$ cat src/rtl/sm83_pkg.sv
// +----------------------------------------------------------------------+
// | sm83_pkg: shared SM83 types, constants and the opcode length table.  |
// | Revision: 1.0                                                        |
// +----------------------------------------------------------------------+
`default_nettype none

package sm83_pkg;

  typedef logic [7:0] opcode8_t;
  typedef logic [1:0] instr_len_t;

  localparam opcode8_t OP_INSTR_16 = 8'hCB;

  typedef enum logic [2:0] {
    S_OP     = 3'd0,
    S_CB     = 3'd1,
    S_IMM_LO = 3'd2,
    S_IMM_HI = 3'd3,
    S_OUT    = 3'd4
  } fetch_state_t;

  // The CB prefix itself reports 1; its two-byte length is handled by fetch.
  function automatic instr_len_t instr_len(input opcode8_t i_op);
    instr_len_t w_len;
    case (i_op)
      8'h01, 8'h11, 8'h21, 8'h31, 8'h08,
      8'hC2, 8'hC3, 8'hC4, 8'hCA, 8'hCC, 8'hCD,
      8'hD2, 8'hD4, 8'hDA, 8'hDC, 8'hEA, 8'hFA: w_len = 2'd3;
      8'h06, 8'h0E, 8'h16, 8'h1E, 8'h26, 8'h2E, 8'h36, 8'h3E,
      8'h10, 8'h18, 8'h20, 8'h28, 8'h30, 8'h38,
      8'hC6, 8'hCE, 8'hD6, 8'hDE, 8'hE6, 8'hEE, 8'hF6, 8'hFE,
      8'hE0, 8'hF0, 8'hE8, 8'hF8:               w_len = 2'd2;
      default:                                  w_len = 2'd1;
    endcase
    return w_len;
  endfunction

endpackage

`default_nettype wire

$ cat src/rtl/sm83_instr_len.sv
// +----------------------------------------------------------------------+
// | sm83_instr_len: combinational opcode -> instruction length lookup.    |
// | Revision: 1.0                                                        |
// +----------------------------------------------------------------------+
`default_nettype none

module sm83_instr_len
  import sm83_pkg::*;
(
  input  logic [7:0] i_opcode,
  output logic [1:0] o_len
);

  assign o_len = instr_len(i_opcode);

endmodule

`default_nettype wire

$ cat src/rtl/sm83_fetch_unit.sv
// +----------------------------------------------------------------------+
// | sm83_fetch_unit: fetches and assembles one SM83 instruction bundle.  |
// | Revision: 1.0                                                        |
// +----------------------------------------------------------------------+
`default_nettype none

module sm83_fetch_unit
  import sm83_pkg::*;
#(
  parameter logic [15:0] RESET_PC = 16'h0000
) (
  input  logic        clk,
  input  logic        rst_n,
  output logic        mem_req,
  output logic [15:0] mem_addr,
  input  logic [7:0]  mem_rdata,
  input  logic        mem_ack,
  output logic        o_valid,
  input  logic        i_ready,
  output logic [7:0]  o_instr,
  output logic        o_is_instr16,
  output logic [15:0] o_imm,
  output logic [1:0]  o_len,
  output logic [15:0] o_pc,
  input  logic        i_redirect,
  input  logic [15:0] i_redirect_pc
);

  fetch_state_t r_state;
  fetch_state_t w_state_nxt;
  logic         r_req;
  logic         w_req_nxt;
  logic [15:0]  r_pc;
  logic [15:0]  r_op_pc;
  logic [15:0]  r_imm;
  logic [7:0]   r_instr;
  logic         r_is16;
  logic [1:0]   r_len;
  logic [1:0]   w_op_len;
  logic         w_acc;
  logic         w_take;

  sm83_instr_len u_instr_len (
    .i_opcode (mem_rdata),
    .o_len    (w_op_len)
  );

  assign w_acc  = r_req & mem_ack & ~i_redirect;
  assign w_take = (r_state == S_OUT) & i_ready;

  always_ff @(posedge clk or negedge rst_n) begin
    if (!rst_n) begin
      r_state <= S_OP;
      r_req   <= 1'b0;
    end else begin
      r_state <= w_state_nxt;
      r_req   <= w_req_nxt;
    end
  end

  always_comb begin
    w_state_nxt = r_state;
    w_req_nxt   = 1'b0;
    case (r_state)
      S_OP: begin
        if (w_acc) begin
          if (mem_rdata == OP_INSTR_16)  w_state_nxt = S_CB;
          else if (w_op_len == 2'd1)     w_state_nxt = S_OUT;
          else                           w_state_nxt = S_IMM_LO;
        end
      end
      S_CB:     if (w_acc) w_state_nxt = S_OUT;
      S_IMM_LO: if (w_acc) w_state_nxt = (r_len == 2'd2) ? S_OUT : S_IMM_HI;
      S_IMM_HI: if (w_acc) w_state_nxt = S_OUT;
      S_OUT:    if (i_ready) w_state_nxt = S_OP;
      default:  w_state_nxt = S_OP;
    endcase
    if (i_redirect) w_state_nxt = S_OP;
    // Redirect forces a one-cycle bus bubble before the new target is requested.
    w_req_nxt = (w_state_nxt != S_OUT) && !i_redirect;
  end

  always_ff @(posedge clk or negedge rst_n) begin
    if (!rst_n) begin
      r_pc    <= RESET_PC;
      r_op_pc <= RESET_PC;
      r_imm   <= 16'h0000;
      r_instr <= 8'h00;
      r_is16  <= 1'b0;
      r_len   <= 2'd0;
    end else if (i_redirect) begin
      r_pc    <= i_redirect_pc;
      r_imm   <= 16'h0000;
      r_instr <= 8'h00;
      r_is16  <= 1'b0;
      r_len   <= 2'd0;
    end else if (w_acc) begin
      r_pc <= r_pc + 16'd1;
      case (r_state)
        S_OP: begin
          r_op_pc <= r_pc;
          r_instr <= mem_rdata;
          r_is16  <= 1'b0;
          r_imm   <= 16'h0000;
          r_len   <= (mem_rdata == OP_INSTR_16) ? 2'd2 : w_op_len;
        end
        S_CB: begin
          r_instr <= mem_rdata;
          r_is16  <= 1'b1;
          r_len   <= 2'd2;
        end
        S_IMM_LO: r_imm[7:0]  <= mem_rdata;
        S_IMM_HI: r_imm[15:8] <= mem_rdata;
        default:  r_imm       <= r_imm;
      endcase
    end else if (w_take) begin
      r_imm   <= 16'h0000;
      r_instr <= 8'h00;
      r_is16  <= 1'b0;
      r_len   <= 2'd0;
    end
  end

  assign mem_req      = r_req;
  assign mem_addr     = r_pc;
  assign o_valid      = (r_state == S_OUT);
  assign o_instr      = r_instr;
  assign o_is_instr16 = r_is16;
  assign o_imm        = r_imm;
  assign o_len        = r_len;
  assign o_pc         = r_op_pc;

endmodule

`default_nettype wire
$ cat config.mk
export PLATFORM = sky130hd
export DESIGN_NAME = sm83_fetch_unit
export DESIGN_NICKNAME = d
export VERILOG_FILES = /design/src/rtl/sm83_pkg.sv /design/src/rtl/sm83_instr_len.sv /design/src/rtl/sm83_fetch_unit.sv
export SDC_FILE = /design/constraint.sdc
export NUM_CORES = 1
export LEC_CHECK = 0
export ABC_AREA = 1
export CORE_UTILIZATION = 35
export DETAILED_ROUTE_END_ITERATION = 10
export PLACE_DENSITY = 0.61
export SLEW_MARGIN = 10
export SYNTH_ARGS = -nofsm -noshare
export SYNTH_HDL_FRONTEND = slang
export SYNTH_SLANG_ARGS = --single-unit
$ cat constraint.sdc
create_clock -name clk -period 3.22 [get_ports clk]
set_input_delay 0.322 -clock clk [delete_from_list [all_inputs] [get_ports clk]]
set_output_delay 0.322 -clock clk [all_outputs]
set_load 0.005 [all_outputs]
==> results.py <==
metrics = {
    "outcome": {
        "outcome": "finished, final reports clean",
    },
    "clock_network": {
        "cts_buffer_depth": 2,
        "cts_hold_buf": 0,
        "clock-sinks": 63,
        "post_cts_resized": 0,
        "h-tree-depth": 3,
        "cts_made_buffers": 9,
        "cts_tree": "done",
        "insertion_delay_ps": 330,
        "cts-root-buf": "clkbuf_8",
        "post-cts-setup-buffers": 0,
        "clk_pin_slew_ps": 70,
    },
    "pwr": {
        "p_leak_nw": 1.965,
        "seqPwrFrac_pct": 44.3,
        "p_switching_mw": 0.5634,
        "p_clk_share_pct": 35.0,
        "swShare_pct": 26.38,
        "power.density_nw_per_um2": 501.6,
        "vdd_ir_drop_max_mv": 0.3000,
        "intPower_mw": 1.572,
        "pwr-share-comb_pct": 20.7,
    },
    "floorplanning": {
        "top_level_ports": 90,
        "initial_core_util_pct": 36.57,
        "design.die.area_um2": 9049,
        "die_h_um": 95.13,
        "die_x_um": 95.13,
        "core-area_um2": 8299,
        "num_rows": 33,
    },
    "place": {
        "placed_area_um2": 4046,
        "dp_hpwl_um": 5973,
        "port_buffers": 89,
        "place_inst": 576,
        "place.gp.congestion": 0.8601,
    },
    "finish": {
        "drive_above_1_share_pct": 4.733,
        "final-instance-count-excl-fill": 591,
        "layout.nets": 512,
        "syn2layout_area_growth_pct": 40.27,
        "fin_area_um2": 4258,
        "fillers": 816,
        "antenna_cells": 0,
        "fin_util_pct": 51.30,
    },
    "synthesis": {
        "synth_nets": 417,
        "synth_cells": 387,
        "seq_area_frac_synth_pct": 51.94,
        "synth_warnings": 0,
        "yosysUniqueCellTypes": 26,
        "syn_avg_cell_area_um2": 7.843,
        "synth_seq_cells": 63,
        "syn_area_um2": 3035,
    },
    "worst_setup_path": {
        "path_cells": "nor2_1 -> nand2_1 -> inv_1 -> clkdlybuf4s50_1",
        "worstSetupStartpointType": "flop",
        "critPathMaxStageDelay_ps": 490,
        "critPathBufInv": 2,
        "cp_max_fo": 6,
        "critical-path-top-delay-family": "buffers and inverters",
        "critical_path_arrival_ps": 1670,
        "critPathSlowestCell": "clkdlybuf4s50_1",
        "critPathKind": "flop to output port",
        "crit_required_ps": 2900,
        "cp-end-kind": "output port",
    },
    "timing": {
        "max_freq_ghz": 0.5021,
        "hold_slack_ps": 140.2,
        "fin_crit_sh_pct": 61.85,
        "hold_viol_final": 0,
        "rsz0062_at_grt": "false",
        "worst_slew_pin_slew_ps": 794.0,
        "slew_violations": 0,
        "clock_skew_ps": 9.711,
        "finalSetupTns_ps": 0,
        "min_period_ps": 1992,
        "report.final.setup_viol": 0,
        "slew_headroom_pct": 47.07,
    },
    "drt": {
        "totalWireLength_um": 8274,
        "first_iter_violations": 141,
        "dr.pass1.iters": 4,
        "viasPerCell": 4.920,
        "detail-route-antenna-nets": 0,
        "dr_total_vias": 2908,
        "route.detailed.drc": 0,
        "wl_per_cell_um": 14.00,
    },
    "global_routing": {
        "grt_max_degree": 64,
        "overflow": 0,
        "grt_pass1_wl_um": 13230,
        "grt_pass1_vias": 2612,
        "antenna_found_initial": 0,
        "grt_use_total_pct": 19.17,
    },
    "worst_hold_path": {
        "hp-class": "input port to asynchronous set/reset pin",
    },
    "flow_run": {
        "drv_cap": 0,
    },
}
[cells by family (layout without fill, tap and decap cells)]
| logic type | after synthesis | after routing | synth area share, % |
|---|---|---|---|
| AND/OR/NAND/NOR | 181 | 181 | 23.74 |
| flip-flops | 63 | 63 | 51.94 |
| AO/OA/AOI/OAI | 76 | 76 | 14.18 |
| XOR/XNOR | 6 | 6 | 1.731 |
| adder cells (fa/ha/maj) | 1 | 1 | 0.4121 |
| multiplexers | 1 | 1 | 0.3710 |
| buffers and inverters | 59 | 158 | 7.626 |
[metrics by stage]
stage	setup WS (ps)	total power, mW
finish	1228	2.136
global route	1107	2.246
CTS	1225	2.152
detailed placement	980.5	1.404
global placement	1051	1.398
floorplan	1741	1.119
[flip-flops by register name (all words and copies together) (netlist names)]
name	cells
o_imm	16
o_pc	16
o_instr	8
mem_req	1
mem_addr	16
r_state	3
o_is_instr16	1
o_len	2
[power groups by stage]
| stage | logic (mW) | clock network, mW | registers (mW) |
|---|---|---|---|
| 6_report | 0.442 | 0.748 | 0.946 |
| 3_5_place_dp | 0.444 | 0 | 0.960 |
| 3_3_place_gp | 0.440 | 0 | 0.958 |
| 4_1_cts | 0.447 | 0.759 | 0.946 |
| 2_1_floorplan | 0.163 | 0 | 0.957 |
| 5_1_grt | 0.496 | 0.792 | 0.958 |
[path summary, 6_finish.rpt]
kind / start / to / slack, ps / depth (start not counted)
setup / recovery: r_state[1] / o_valid / 1230 / 4
hold / removal: rst_n / o_imm[2] / 140 / 2
setup reg to reg: mem_req / o_imm[13] / 1380 / 9
hold reg to reg: o_pc[4] / o_pc[4] / 480 / 2
max in group asynchronous: rst_n / o_pc[14] / 2540 / 2
min in group clk: o_pc[4] / o_pc[4] / 480 / 2
[cell usage in the layout, fill, tap and decap left out, types with 8 or more instances in the layout]
cell type / Yosys / routed
a21oi_1: 8 / 8
nand3_1: 26 / 26
inv_1: 48 / 48
nand2_1: 113 / 113
nor2_1: 37 / 37
o22ai_1: 9 / 9
clkbuf_8: 0 / 10
dfrtp_1: 63 / 63
clkdlybuf4s50_1: 0 / 88
o21ai_0: 43 / 43
[per-layer routing]
metal  GRT usage, %  routed length [µm]  part of all wire (%)  up-vias
met2          28.99                3825                    46       85
met3          4.147                 404                   4.9        8
met1          27.19                3960                    48     1375
met5              0                   0                     0        -
met4          6.187                  83                   1.0        0
li1               -                   -                     -     1440
[layout make-up]
| class | instances | area (µm²) | share of cell area (%) |
|---|---|---|---|
| timing repair buffer | 95 | 930.9 | 21.86 |
| inverter | 48 | 180.2 | 4.232 |
| tap | 105 | 131.4 | 3.086 |
| multi-input combinational | 265 | 1227 | 28.83 |
| sequential | 63 | 1577 | 37.03 |
| clock buffer | 11 | 141.4 | 3.321 |
| clock inverter | 4 | 70.07 | 1.646 |
[cell usage after synthesis, drive strengths merged]
| library cell | n | share of area, % |
|---|---|---|
| nand2 | 113 | 14 |
| dfrtp | 63 | 52 |
| inv | 48 | 5.9 |
| o21ai | 47 | 7.9 |
| nor2 | 37 | 4.6 |
| nand3 | 26 | 4.3 |
| o22ai | 9 | 1.9 |
| a21oi | 8 | 1.3 |
| buf | 6 | 1.1 |
| clkbuf | 5 | 0.62 |
| xor2 | 5 | 1.4 |
| o221ai | 4 | 1.2 |
| nor3 | 3 | 0.49 |
| o211ai | 3 | 0.74 |
| nand4 | 2 | 0.41 |
| a22o | 1 | 0.29 |
| a22oi | 1 | 0.25 |
| a31oi | 1 | 0.21 |
| ha | 1 | 0.41 |
| mux2 | 1 | 0.37 |
| o21a | 1 | 0.25 |
| o31ai | 1 | 0.25 |
| xnor2 | 1 | 0.29 |
Note: power is estimated with default switching activity, not from simulation.
